`src/rtl/breakout_pkg.sv`:
```
// breakout_pkg: shared FSM states, block hit codes and default display geometry
package breakout_pkg;
  typedef enum logic [1:0] {SERVE, PLAY, LOST, OVER} state_t;
  localparam logic [1:0] HIT_NONE   = 2'b00;
  localparam logic [1:0] HIT_VERT   = 2'b01;
  localparam logic [1:0] HIT_HORZ   = 2'b10;
  localparam logic [1:0] HIT_CORNER = 2'b11;
  localparam int S_SIZE_DEF   = 5;
  localparam int D_WIDTH_DEF  = 640;
  localparam int D_HEIGHT_DEF = 480;
endpackage

```
`src/rtl/ball_bounce.sv`:
```
// ball_bounce: resolves next ball direction and loss from the freshly moved position
module ball_bounce import breakout_pkg::*; #(
  parameter int S_SIZE   = S_SIZE_DEF,
  parameter int D_WIDTH  = D_WIDTH_DEF,
  parameter int D_HEIGHT = D_HEIGHT_DEF
) (
  input  logic        mv,
  input  logic [11:0] nx,
  input  logic [11:0] ny,
  input  logic [11:0] px1,
  input  logic [11:0] px2,
  input  logic [11:0] py1,
  input  logic        dx,
  input  logic        dy,
  input  logic [1:0]  hit,
  output logic        dx_n,
  output logic        dy_n,
  output logic        lost
);
  localparam logic [11:0] S  = 12'(S_SIZE);
  localparam logic [11:0] XR = 12'(D_WIDTH - 1 - S_SIZE);
  localparam logic [11:0] YB = 12'(D_HEIGHT - 1 - S_SIZE);
  logic tx, ty, wl, wr, wt, pad;
  always_comb begin
    tx   = hit == HIT_HORZ || hit == HIT_CORNER;
    ty   = hit == HIT_VERT || hit == HIT_CORNER;
    wl   = mv && nx <= S;
    wr   = mv && nx >= XR;
    wt   = mv && ny <= S;
    pad  = mv && dy && ny + S == py1 && px1 <= nx + S && nx <= px2 + S;
    dx_n = wl ? 1'b1 : wr ? 1'b0 : dx ^ tx;
    dy_n = wt ? 1'b1 : pad ? 1'b0 : dy ^ ty;
    lost = mv && ny >= YB;
  end
endmodule

```
`src/rtl/ball_ctrl.sv`:
```
// ball_ctrl: Breakout ball position, direction, block-hit handshake, serve and lives
module ball_ctrl import breakout_pkg::*; #(
  parameter int S_SIZE   = S_SIZE_DEF,
  parameter int D_WIDTH  = D_WIDTH_DEF,
  parameter int D_HEIGHT = D_HEIGHT_DEF,
  parameter int LIVES    = 3
) (
  input  logic        i_clk,
  input  logic        i_rst_n,
  input  logic        i_ani_stb,
  input  logic        i_animate,
  input  logic        start,
  input  logic [11:0] i_px1,
  input  logic [11:0] i_px2,
  input  logic [11:0] i_py1,
  input  logic [1:0]  hit_block,
  output logic [11:0] s_x,
  output logic [11:0] s_y,
  output logic        col_detected,
  output logic [1:0]  o_lives,
  output logic        o_over
);
  localparam logic [11:0] S  = 12'(S_SIZE);
  localparam logic [11:0] X0 = 12'(D_WIDTH / 2);
  localparam logic [11:0] Y0 = 12'(D_HEIGHT - 40);
  localparam logic [1:0]  L0 = 2'(LIVES);
  state_t state, state_d;
  logic step, dx, dy, mdx, mdy, hit_pend, start_q, qhit, dx_n, dy_n, lost, serve_go, mv_pos;
  logic [11:0] sum, cx, cy, nx, ny;
  logic [1:0] lives_d;
  assign step     = i_ani_stb & i_animate;
  assign qhit     = state == PLAY && hit_block != HIT_NONE && !hit_pend;
  assign serve_go = state == SERVE && step && start;
  assign mv_pos   = serve_go || (state == PLAY && step);
  assign lives_d  = o_lives - 2'd1;
  // while serving the ball tracks the paddle; a serve moves it off that spot with dx=1, dy=0
  assign sum = i_px1 + i_px2;
  assign cx  = state == SERVE ? sum >> 1 : s_x;
  assign cy  = state == SERVE ? i_py1 - S - 12'd1 : s_y;
  assign mdx = state == SERVE || dx;
  assign mdy = state != SERVE && dy;
  assign nx  = mdx ? cx + 12'd1 : cx - 12'd1;
  assign ny  = mdy ? cy + 12'd1 : cy - 12'd1;
  ball_bounce #(
    .S_SIZE(S_SIZE),
    .D_WIDTH(D_WIDTH),
    .D_HEIGHT(D_HEIGHT)
  ) u_bounce (
    .mv(state == PLAY && step),
    .nx(nx),
    .ny(ny),
    .px1(i_px1),
    .px2(i_px2),
    .py1(i_py1),
    .dx(dx),
    .dy(dy),
    .hit(qhit ? hit_block : HIT_NONE),
    .dx_n(dx_n),
    .dy_n(dy_n),
    .lost(lost)
  );
  always_ff @(posedge i_clk or negedge i_rst_n)
    if (!i_rst_n) state <= SERVE;
    else state <= state_d;
  always_comb begin
    state_d = state;
    case (state)
      SERVE:   state_d = serve_go ? PLAY : SERVE;
      PLAY:    state_d = lost ? LOST : PLAY;
      LOST:    state_d = !step ? LOST : lives_d == 2'd0 ? OVER : SERVE;
      OVER:    state_d = start && !start_q ? SERVE : OVER;
      default: state_d = SERVE;
    endcase
  end
  always_comb begin
    o_over = state == OVER;
  end
  always_ff @(posedge i_clk or negedge i_rst_n)
    if (!i_rst_n) begin
      s_x          <= X0;
      s_y          <= Y0;
      dx           <= 1'b1;
      dy           <= 1'b0;
      hit_pend     <= 1'b0;
      col_detected <= 1'b0;
      start_q      <= 1'b0;
      o_lives      <= L0;
    end else begin
      s_x          <= mv_pos ? nx : cx;
      s_y          <= mv_pos ? ny : cy;
      dx           <= serve_go | dx_n;
      dy           <= !serve_go & dy_n;
      hit_pend     <= hit_block != HIT_NONE && (hit_pend || qhit);
      col_detected <= qhit;
      start_q      <= start;
      o_lives      <= state == LOST && step ? lives_d : state == OVER && start && !start_q ? L0 : o_lives;
    end
endmodule

```
`config.mk`:
```
export PLATFORM = sky130hd
export DESIGN_NAME = ball_ctrl
export DESIGN_NICKNAME = d
export VERILOG_FILES = /design/src/rtl/breakout_pkg.sv /design/src/rtl/ball_bounce.sv /design/src/rtl/ball_ctrl.sv
export SDC_FILE = /design/constraint.sdc
export NUM_CORES = 1
export LEC_CHECK = 0
export ABC_AREA = 1
export BUFFER_PORTS_ARGS = -buffer_cell sky130_fd_sc_hd__buf_2
export CAP_MARGIN = 25
export CORE_MARGIN = 2
export CORE_UTILIZATION = 51
export CTS_CLUSTER_DIAMETER = 50
export DETAILED_ROUTE_END_ITERATION = 12
export PLACE_DENSITY = 0.72
export RECOVER_POWER = 50
export REMOVE_ABC_BUFFERS = 1
export SETUP_SLACK_MARGIN = 0.2
export SYNTH_ARGS = -nofsm -noshare
export SYNTH_HDL_FRONTEND = slang
export SYNTH_SLANG_ARGS = --single-unit
```
`constraint.sdc`:
```
create_clock -name i_clk -period 11.9 [get_ports i_clk]
set_input_delay 1.19 -clock i_clk [delete_from_list [all_inputs] [get_ports i_clk]]
set_output_delay 1.19 -clock i_clk [all_outputs]
set_load 0.03 [all_outputs]
```
After elaboration in Yosys (flattened, before gate mapping) --
Cells that the tools add are included.
Storage, ports and cells: bits in registers 33, input port bits 43, output and inout port bits 28, word-level logic and storage cells 89
Cells by class: add/sub/neg operators 11, $lt $le $gt $ge 6, equal/unequal tests 7, multiplexer cells 19, bitwise logic cells 5, reduce and logical (&&, ||, !) cells 32
Operators with widths (count):
- $mux 12 | 6
- $add 12x3->12 const B | 3
- $sub 12x1->12 const B | 3
- $add 12x1->12 const B | 2
- $le 12x12->1 | 2
- $le 12x3->1 const B | 2
- $logic_and 1x1->1 | 19
- $mux 2 | 7
- $add 12x12->12 | 1
- $eq 12x12->1 | 1
- $ge 12x10->1 const B | 1
- $ge 12x9->1 const B | 1
- $sub 12x3->12 const B | 1
- $eq 2x2->1 const B | 4
- $pmux 2 s4 | 1
- $reduce_bool 2->1 | 3
- $logic_or 1x1->1 | 5
- $mux 1 | 5
- $eq 2x1->1 const B | 2
- $logic_not 2->1 | 2
- $logic_not 1->1 | 3
- $and 1x1->1 | 2
- $sub 2x1->2 const B | 1
- $xor 1x1->1 | 2
- $or 1x1->1 | 1

Depth between registers and ports, before layout --
Gate-level depths: netlist (run 1).
depth after elaboration 13, depth in mapped cells 39, mapped depth without buffers 39

Cells and area by module --
A second synthesis (run 1) with hierarchy kept.
Second synthesis, totals: cell total of the unflattened synthesis 798, area total of the unflattened synthesis 5127.4 µm²
By module, submodules not included:
- ball_ctrl | times used 1, cells an instance 520, area an instance 3477.1 µm²
- ball_bounce | times used 1, cells an instance 278, area an instance 1650.3 µm²

Least setup slack after synthesis (run 1) --
No wires, ideal clock.
path kind in2reg, start in i_px1[2], end reg dy, library setup time 0.139 ns, data arrival time 5.220 ns, setup slack 6.541 ns, stages on the path 32, buffers on the path 0, cell sequence ha_1 nand2_1 o21ai_0 a21oi_1 nor2_1 nor2_1 xor2_1 a21oi_1 ha_1 a21o_1 nor2_1 nand2_4 xor2_4 inv_2 nor4_4 nand2_2 nor3_2 xor2_1 ha_1 a21oi_1 o21a_1 nand2_1 nor2_1 nor2_1 a21oi_1 nand2_1 nor2_1 nand3_1 nor2_1 nand2_1 nand2_1 a21oi_1
On the way: cells in the longest elaborated chain, start to end 11
RTL lines:
- from (decl) | line ball_ctrl.sv:13 | input logic [11:0] i_px1,
- $add 12x12->12 | line ball_ctrl.sv:37 | assign sum = i_px1 + i_px2;
- $mux 12 | line ball_ctrl.sv:38 | assign cx = state == SERVE ? sum >> 1 : s_x;
- $sub 12x1->12 or $add 12x1->12 (tied branches) | line ball_ctrl.sv:42 | assign nx = mdx ? cx + 12'd1 : cx - 12'd1;
- $mux 12 | line ball_ctrl.sv:42
- $add 12x3->12 | line ball_bounce.sv:30 | pad = mv && dy && ny + S == py1 && px1 <= nx + S && nx <= px2 + S;
- $le 12x12->1 | line ball_bounce.sv:30
- $logic_and 1x1->1 | line ball_bounce.sv:30
- $logic_and 1x1->1 (*) | line ball_bounce.sv:30
- $mux 1 (*) (2 in a row) | line ball_bounce.sv:32 | dy_n = wt ? 1'b1 : pad ? 1'b0 : dy ^ ty;
- $and 1x1->1 (*) | line ball_ctrl.sv:92 | dy <= !serve_go & dy_n;
- to (signal assigned) | line ball_ctrl.sv:92
- to (decl) | line ball_ctrl.sv:28 | logic step, dx, dy, mdx, mdy, hit_pend, start_q, qhit, dx_n, dy_n, lost, serve_go, mv_pos;
Every way passes the cells marked *; elsewhere a longest branch is shown, timed or not. A chain may end at the register's enable or synchronous reset.

Final worst setup path (run 1) --
start in i_px2[2], end reg dy
On the way: cells in the longest elaborated chain, start to end 11
RTL lines:
- from (decl) | line ball_ctrl.sv:14 | input logic [11:0] i_px2,
- $add 12x12->12 | line ball_ctrl.sv:37
- $mux 12 | line ball_ctrl.sv:38
- $sub 12x1->12 or $add 12x1->12 (tied branches) | line ball_ctrl.sv:42
- $mux 12 | line ball_ctrl.sv:42
- $add 12x3->12 | line ball_bounce.sv:30
- $le 12x12->1 | line ball_bounce.sv:30
- $logic_and 1x1->1 | line ball_bounce.sv:30
- $logic_and 1x1->1 (*) | line ball_bounce.sv:30
- $mux 1 (*) (2 in a row) | line ball_bounce.sv:32
- $and 1x1->1 (*) | line ball_ctrl.sv:92
Marked as above.

==> impl_metrics.toml, run 1 <==
[layout]
multi_input_area_sq_um = 3816
drive_gt1_frac = 0.1270
area_growth_syn_to_layout_pct = 11.35
n_antenna_cell = 0
fillCellCount = 984
area_taken_by_flip_flops_and_latches_sq_um = 838.3
nets = 1001

[clock_tree]
clkTransAtPathRegs_ps = 80
clockRootBuffer = "sky130_fd_sc_hd__clkbuf_8"
cts_setup_buffers = 0
numClockSinks = 33
worstSkewPairLatency_ps = 300
cts_tree = "built"
cts_inserted_buffers = 5
cts_hold_buf = 0
cts_max_level = 2
cts_resized = 0
clock_tree.buffer_depth = 2

[placement]
io_buffer_count = 70
gp_routability_congestion = 0.9579
place_hpwl_um = 11760

[floorplanning]
design.portCount = 71
die-width_um = 104.3
initial_utilization = 0.5253
dieArea_sq_um = 10890
floorplan.rows = 36
fp.coreArea_sq_um = 9774
die_h_um = 104.3

[sta]
timing.slew.headroom = -0.2592
slew_violations = 34
max_slew.worst_pin.slew_ps = 1889
finClkSkew_ps = 6.909
maxClockFrequency_mhz = 162.6
setup_violations = 0
finalCritPeriodShare = 0.5170
finalCriticalPeriod_ps = 6152
rsz0062_at_grt = "false"
fin_setup_tns_ps = 0
hold_viol = 0

[grt]
grt_pass1_vias = 5369
grt_max_degree = 34
global_route.overflow_total = 0
grt_pass1_wl_um = 24270
gr-usage-all-layers = 0.2703
grt_antenna_before_repair = 0

[worst_setup_path]
crit_slowest_cell = "sky130_fd_sc_hd__o311ai_0"
criticalPathCategory = "in2reg"
critical_path.max_fanout = 6
most_frequent_cell_on_critical_path = "sky130_fd_sc_hd__nand2_1"
crit_path_start_kind = "primary input"
critPathCaptureType = "flip-flop"
worst-endpoint-arrival_ps = 6310
crit_path_max_incr_delay_ps = 480
worst_r2r_path_depth = 28
worst-endpoint-required_ps = 12060

[outcome]
violations = "max-capacitance violations, max-slew violations"
run_status = "finished, violations left"

[logic_synthesis]
netlist-cell-type-count = 46
synthesis.area_per_instance_sq_um = 6.262
ys_ff_latch = 33
yosysWarnings = 0
synth-seq-area-share = 0.1633
synthCells = 820
post_synth_instance_area_sq_um = 5135

[routing]
pre_antenna_drt_iters = 6
drt.antenna.violating_nets = 0
routed_via_density = 5.281
initialDrtViolationCount = 219
drc_errors = 0
wl_um = 14310
wl_per_cell_um = 13.99
route.vias.total = 5402

[run]
max_cap_violations = 1

[worst_hold_path]
min_path_cells = 1
hold_class = "reg2reg"
worst max-delay path: cells and delay by family:
family	cells	cell delay, ps
fa+ha+maj	3	1060
compound gates	7	1540
simple gates	18	1620
xor+xnor	2	720
buf+inv	2	160
registers in the layout, indices dropped and copies added, names as in the netlist:
signal	flops
col_detected	1
dx	1
dy	1
hit_pend	1
o_lives	2
s_x	12
s_y	12
start_q	1
state	2
through the flow:
| stage | util | hold WS [ps] | area [sq um] | worst slack (ps) | std cells |
|---|---|---|---|---|---|
| final | 0.5850 | 483.8 | 5718 | 5748 | 1023 |
| after global routing | 0.5850 | 509.5 | 5718 | 5193 | 1023 |
| after CTS | 0.5856 | 484.1 | 5724 | 5776 | 1022 |
| after detailed placement | 0.5753 | 453.4 | 5623 | 5474 | 1014 |
| after global placement | 0.5753 | 457.1 | 5623 | 5627 | 1014 |
| after floorplan | - | 435.0 | 5096 | 6541 | 810 |
logic make-up (layout without fill, tap and decap cells):
group / after synthesis / after routing / synth area share
and+or+nand+nor: 426 / 426 / 0.3592
adders and majority gates: 69 / 69 / 0.1725
AOI/OAI and AO/OA: 118 / 118 / 0.1262
DFF: 33 / 33 / 0.1633
xor gates and xnor gates: 46 / 46 / 0.08480
buffers and inverters: 128 / 198 / 0.09405
layer usage:
layer / global-route usage / vias up / part of all wire / wire length (um)
li1: - / 2796 / - / -
met1: 0.3067 / 2417 / 0.42 / 6005
met2: 0.5051 / 158 / 0.51 / 7269
met3: 0.03947 / 31 / 0.045 / 646
met4: 0.1042 / 0 / 0.027 / 389
met5: 0 / - / 0 / 0
layout by cell type (no fill, tap or decap), drive strengths merged, types with 3 or more instances in the layout:
cell type  count
o21ai         53
nor3          15
xnor2         10
clkbuf        18
nor2          77
nand3         57
nor4           3
nand2        250
or2            6
dfrtp         23
a21oi         54
inv          117
ha            66
dfstp         10
nand4         14
xor2          35
fa             3
buf           61
Yosys cell counts, drive strengths merged:
cell type | instances | area, sq um
xnor3 | 1 | 22.52
nor3 | 15 | 85.08
buf | 1 | 5.000
nand2 | 250 | 980.9
a22o | 1 | 8.760
nor2 | 77 | 301.5
nand4 | 14 | 87.58
dfstp | 10 | 262.8
xnor2 | 10 | 87.58
o2111ai | 2 | 17.52
and2 | 1 | 6.260
a31oi | 1 | 6.260
dfrtp | 23 | 575.6
fa | 3 | 60.06
nor3b | 1 | 7.510
a21boi | 1 | 7.510
o21bai | 1 | 11.26
clkinv | 1 | 5.000
inv | 117 | 439.2
o311ai | 1 | 8.760
a21oi | 54 | 277.8
nand3 | 57 | 290.3
nand3b | 1 | 7.510
a21o | 1 | 7.510
o21ai | 53 | 280.3
ha | 66 | 825.8
clkbuf | 9 | 33.78
xor2 | 35 | 325.3
o21a | 2 | 15.01
or2 | 6 | 37.54
nor4 | 3 | 33.78
nand2b | 1 | 6.260
o211ai | 1 | 7.510
final timing paths:
check                           slack, ps      from      endpoint
worst max-delay path                 5750  i_px2[2]            dy
worst min-delay path                  480  hit_pend  col_detected
worst max register to register       6650  state[1]            dy
worst min register to register        480  hit_pend  col_detected
max in group asynchronous            9410   i_rst_n        s_y[0]
min in group asynchronous            1400   i_rst_n       s_x[11]
cell type report:
type / count / area share
clock buffer: 7 / 0.01685
clock inverter: 1 / 0.0008753
inverter: 118 / 0.07768
multi-input combinational: 659 / 0.6674
sequential: 33 / 0.1466
tap: 133 / 0.02910
timing repair buffer: 72 / 0.06149
Power of run 1 is not shown: default switching activity piles up to over one toggle a cycle in this logic, so the estimate is an artifact.
==> run 2, diff against run 1 <==
- clock period: 11.9 -> 6.4 ns (I/O delays scaled with it)
==> run 2 against run 1 <==
Routed wire length increased by 1.8%. Sequential cell count did not move. Global-route usage rose by 0.27 points. The flow still finishes with violations (max-capacitance violations, max-slew violations). Non-clock buffer count unchanged. Via count down 0.20%. Critical endpoint unchanged. Final cell count did not move.
==> impl_metrics.toml, run 2 (synthesis gave the netlist of run 1 again) <==
[outcome]
run_status = "finished, violations left"
violations = "max-capacitance violations, max-slew violations"

[clock_tree]
numClockSinks = 33
cts_tree = "built"
cts_setup_buffers = 0
cts_hold_buf = 0
cts_inserted_buffers = 5
worstSkewPairLatency_ps = 300
cts_max_level = 2
cts_resized = 0
clock_tree.buffer_depth = 2
clockRootBuffer = "sky130_fd_sc_hd__clkbuf_8"
clkTransAtPathRegs_ps = 90

[placement]
gp_routability_congestion = 0.9442
pre_cts_slack_ps = 487.4
place_hpwl_um = 11840
io_buffer_count = 70

[grt]
grt_max_degree = 34
gr-usage-all-layers = 0.2731
global_route.overflow_total = 0
grt_antenna_before_repair = 0
grt_pass1_wl_um = 24350
grt_pass1_vias = 5301

[routing]
route.vias.total = 5391
initialDrtViolationCount = 260
drt.antenna.violating_nets = 0
highest-signal-layer = "met4"
pre_antenna_drt_iters = 5
wl_um = 14570
drc_errors = 0
route.met2.wl_um = 7300
wl_per_cell_um = 14.24
met3WireLength_um = 661
routed_via_density = 5.270
m1WireLength_um = 6069

[sta]
rsz0062_at_grt = "false"
finalCriticalPeriod_ps = 5687
hold_viol = 0
slew_violations = 34
final.setup.worst_slack_ps = 712.7
maxClockFrequency_mhz = 175.8
setup_violations = 0
fin_setup_tns_ps = 0
holdWs_ps = 457.9
timing.slew.headroom = -0.3149
max_slew.worst_pin.slew_ps = 1972
finalCritPeriodShare = 0.8886
finClkSkew_ps = 8.637

[layout]
nets = 1001
reg_top3 = "s_x x12, s_y x12"
area_growth_syn_to_layout_pct = 11.99
most-common-layout-cells = "239 x sky130_fd_sc_hd__nand2_1, 115 x sky130_fd_sc_hd__inv_1, 73 x sky130_fd_sc_hd__nor2_1"
n_antenna_cell = 0
drive_gt1_frac = 0.1258
share_of_the_core_filled_with_cells_in_the_final_layout = 0.5883
mostFrequentLayoutCell = "sky130_fd_sc_hd__nand2_1"
fillCellCount = 957

[floorplanning]
die-width_um = 104.3
initial_utilization = 0.5253
die_h_um = 104.3
floorplan.rows = 36
fp.coreArea_sq_um = 9774
dieArea_sq_um = 10890
design.portCount = 71

[run]
max_cap_violations = 1

[worst_setup_path]
worst-endpoint-arrival_ps = 5840
crit_slowest_cell = "sky130_fd_sc_hd__xor2_1"
worst-endpoint-required_ps = 6550
critical_path.max_fanout = 6
criticalPathCategory = "in2reg"
crit_path_start_kind = "primary input"
most_frequent_cell_on_critical_path = "sky130_fd_sc_hd__nand2_1"
critPathCaptureType = "flip-flop"
crit_path_max_incr_delay_ps = 510

[worst_hold_path]
hold_class = "in2reg"
## run 2: cell types whose count changed in the layout (fill, tap and decap cells not counted), sizes merged
cell	delta
bufinv	+2
clkbuf	-2
## run 2: path summary, 6_finish.rpt
path | start | endpoint | slack (ps) | depth (start not counted)
max in group asynchronous | i_rst_n | s_y[6] | 4380 | 1
max | i_px2[2] | dy | 710 | 32
max reg2reg | state[0] | dy | 1250 | 28
min reg2reg | hit_pend | col_detected | 480 | 1
min in group asynchronous | i_rst_n | s_x[11] | 880 | 1
min | start | start_q | 460 | 1
## run 2: per-stage QoR
| stage | cells | instance area (sq um) |
|---|---|---|
| 2_1_floorplan | 810 | 5096 |
| 3_3_place_gp | 1015 | 5630 |
| 3_5_place_dp | 1015 | 5630 |
| 4_1_cts | 1023 | 5764 |
| 5_1_grt | 1023 | 5751 |
| 6_report | 1023 | 5751 |
## run 2: area by class of cell
type,count,area [sq um],area share
clock inverter,3,65.06,0.01131
tap,133,166.4,0.02894
inverter,118,444.2,0.07724
sequential,33,838.3,0.1458
timing repair buffer,72,351.6,0.06114
multi-input combinational,659,3816,0.6636
clock buffer,5,68.82,0.01197
## run 2: per-layer routing
layer | track usage | up-vias
met5 | 0 | -
met4 | 0.1216 | 0
met3 | 0.03258 | 38
met2 | 0.5023 | 149
met1 | 0.3142 | 2417
li1 | - | 2787
## run 2: worst max-delay path: cells and delay by family
| kind | cells | cell delay, ps |
|---|---|---|
| compound gates | 9 | 1840 |
| simple gates | 16 | 1320 |
| fa+ha+maj | 3 | 1060 |
| xor+xnor | 2 | 780 |
| buf+inv | 2 | 160 |
Power of run 2 is left out for the same reason.
==> run 3, diff against run 2 <==
- CORE_UTILIZATION: 51 -> 40
- PLACE_DENSITY: 0.72 -> unset
==> run 3 against run 2 <==
Critical endpoint unchanged. Cell area up 2.0%. Maximum frequency increased by 1.5%. The flow still finishes with violations (max-capacitance violations, max-slew violations). Final cell count grew 3.9%. Worst hold slack improved by 20 ps. Highest routed layer unchanged. Global-route usage is 5.9 points lower. Sequential share of layout area shrank 0.29 points. Register-to-register slack improved by 140 ps. Sequential cell count unchanged. Count of clock-buffer cells in the layout is the same.
==> impl_metrics.toml, run 3 (synthesis gave the netlist of run 1 again) <==
[clock_tree]
numClockSinks = 33
clock_tree.buffer_depth = 2
cts_hold_buf = 0
cts_tree = "built"
clockRootBuffer = "sky130_fd_sc_hd__clkbuf_16"
cts_setup_buffers = 0
cts_inserted_buffers = 5
worstSkewPairLatency_ps = 290
cts_resized = 0
cts_max_level = 2
clkTransAtPathRegs_ps = 60

[run]
max_cap_violations = 1

[worst_setup_path]
worst-endpoint-arrival_ps = 5740
critical_path.max_fanout = 6
crit_slowest_cell = "sky130_fd_sc_hd__o311ai_0"
crit_path_start_kind = "primary input"
critPathCaptureType = "flip-flop"
critical_path.startpoint = "i_px2[2]"
rr_startpoint = "state[0]"
most_frequent_cell_on_critical_path = "sky130_fd_sc_hd__nand2_1"
crit_path_max_incr_delay_ps = 510
criticalPathCategory = "in2reg"
worst-endpoint-required_ps = 6540

[grt]
global_route.overflow_total = 0
grt_antenna_before_repair = 0
grt_max_degree = 35
grt_pass1_vias = 5026
gr-usage-all-layers = 0.2141
grt_pass1_wl_um = 24290

[routing]
initialDrtViolationCount = 302
route.vias.total = 5165
routed_via_density = 4.859
wl_per_cell_um = 13.51
pre_antenna_drt_iters = 5
drt.antenna.violating_nets = 0
wl_um = 14360
drc_errors = 0

[sta]
finalCritPeriodShare = 0.8754
rsz0062_at_grt = "false"
final.setup.worst_slack_ps = 797.7
timing.slew.headroom = -0.3460
finalCriticalPeriod_ps = 5602
max_slew.worst_pin.slew_ps = 2019
slew_violations = 34
finClkSkew_ps = 3.574
hold_viol = 0
fin_setup_tns_ps = 0
maxClockFrequency_mhz = 178.5
setup_violations = 0

[placement]
pre_cts_slack_ps = 589.7
io_buffer_count = 70
place_hpwl_um = 11820
gp_routability_congestion = 0.8829

[worst_hold_path]
min_from = "hit_pend"
hold_class = "reg2reg"

[outcome]
run_status = "finished, violations left"
violations = "max-capacitance violations, max-slew violations"

[layout]
area_growth_syn_to_layout_pct = 14.25
nets = 1002
mostFrequentLayoutCell = "sky130_fd_sc_hd__nand2_1"
reg_top3 = "s_x x12, s_y x12"
drive_gt1_frac = 0.1268
n_antenna_cell = 0
most-common-layout-cells = "239 x sky130_fd_sc_hd__nand2_1, 115 x sky130_fd_sc_hd__inv_1, 73 x sky130_fd_sc_hd__nor2_1"

[floorplanning]
floorplan.rows = 41
dieArea_sq_um = 13760
die-width_um = 117.3
initial_utilization = 0.4086
die_h_um = 117.3
fp.coreArea_sq_um = 12570
design.portCount = 71
run 3: changes by cell type in the layout (fill, tap and decap cells not counted):
cell                        delta
sky130_fd_sc_hd__buf_4         +1
sky130_fd_sc_hd__clkbuf_16     +5
sky130_fd_sc_hd__clkbuf_8      -5
sky130_fd_sc_hd__inv_6         +1
sky130_fd_sc_hd__clkinv_2      -1
run 3: final timing paths:
check | to | slack, ps | cells past startpoint
worst max-delay path | dy | 800 | 32
worst min-delay path | col_detected | 480 | 1
worst max register to register | dy | 1390 | 28
worst min register to register | col_detected | 480 | 1
max in group asynchronous | dy | 4320 | 1
min in group asynchronous | s_y[1] | 920 | 1
run 3: cell type report:
class | instances | area [sq um]
clock buffer | 5 | 125.1
clock inverter | 3 | 68.82
fill | 1357 | 6701
inverter | 118 | 444.2
multi-input combinational | 659 | 3816
sequential | 33 | 838.3
tap | 172 | 215.2
timing repair buffer | 73 | 359.1
run 3: routing by layer:
metal | global-route usage | part of all wire | vias up
met3 | 0.02335 | 0.028 | 6
met1 | 0.2839 | 0.48 | 2296
met2 | 0.3841 | 0.48 | 74
met5 | 0 | 0 | -
li1 | - | - | 2789
met4 | 0.02786 | 0.0063 | 0
run 3: per-stage QoR:
step           hold WS (ps)  utilization  instance area [sq um]  std cells
2_1_floorplan         344.4            -                   5096        810
3_3_place_gp          456.8       0.4525                   5687       1055
3_5_place_dp          459.2       0.4525                   5687       1055
4_1_cts               467.7       0.4679                   5881       1063
5_1_grt               484.0       0.4668                   5867       1063
6_report              477.7       0.4668                   5867       1063
run 3: critical path, delay by kind of cell:
kind / cells / cell delay (ps)
adders and majority gates: 3 / 1060
AOI/OAI and AO/OA: 7 / 1550
buffers and inverters: 2 / 160
and+or+nand+nor: 18 / 1620
xor gates and xnor gates: 2 / 690
Power of run 3 is left out for the same reason.
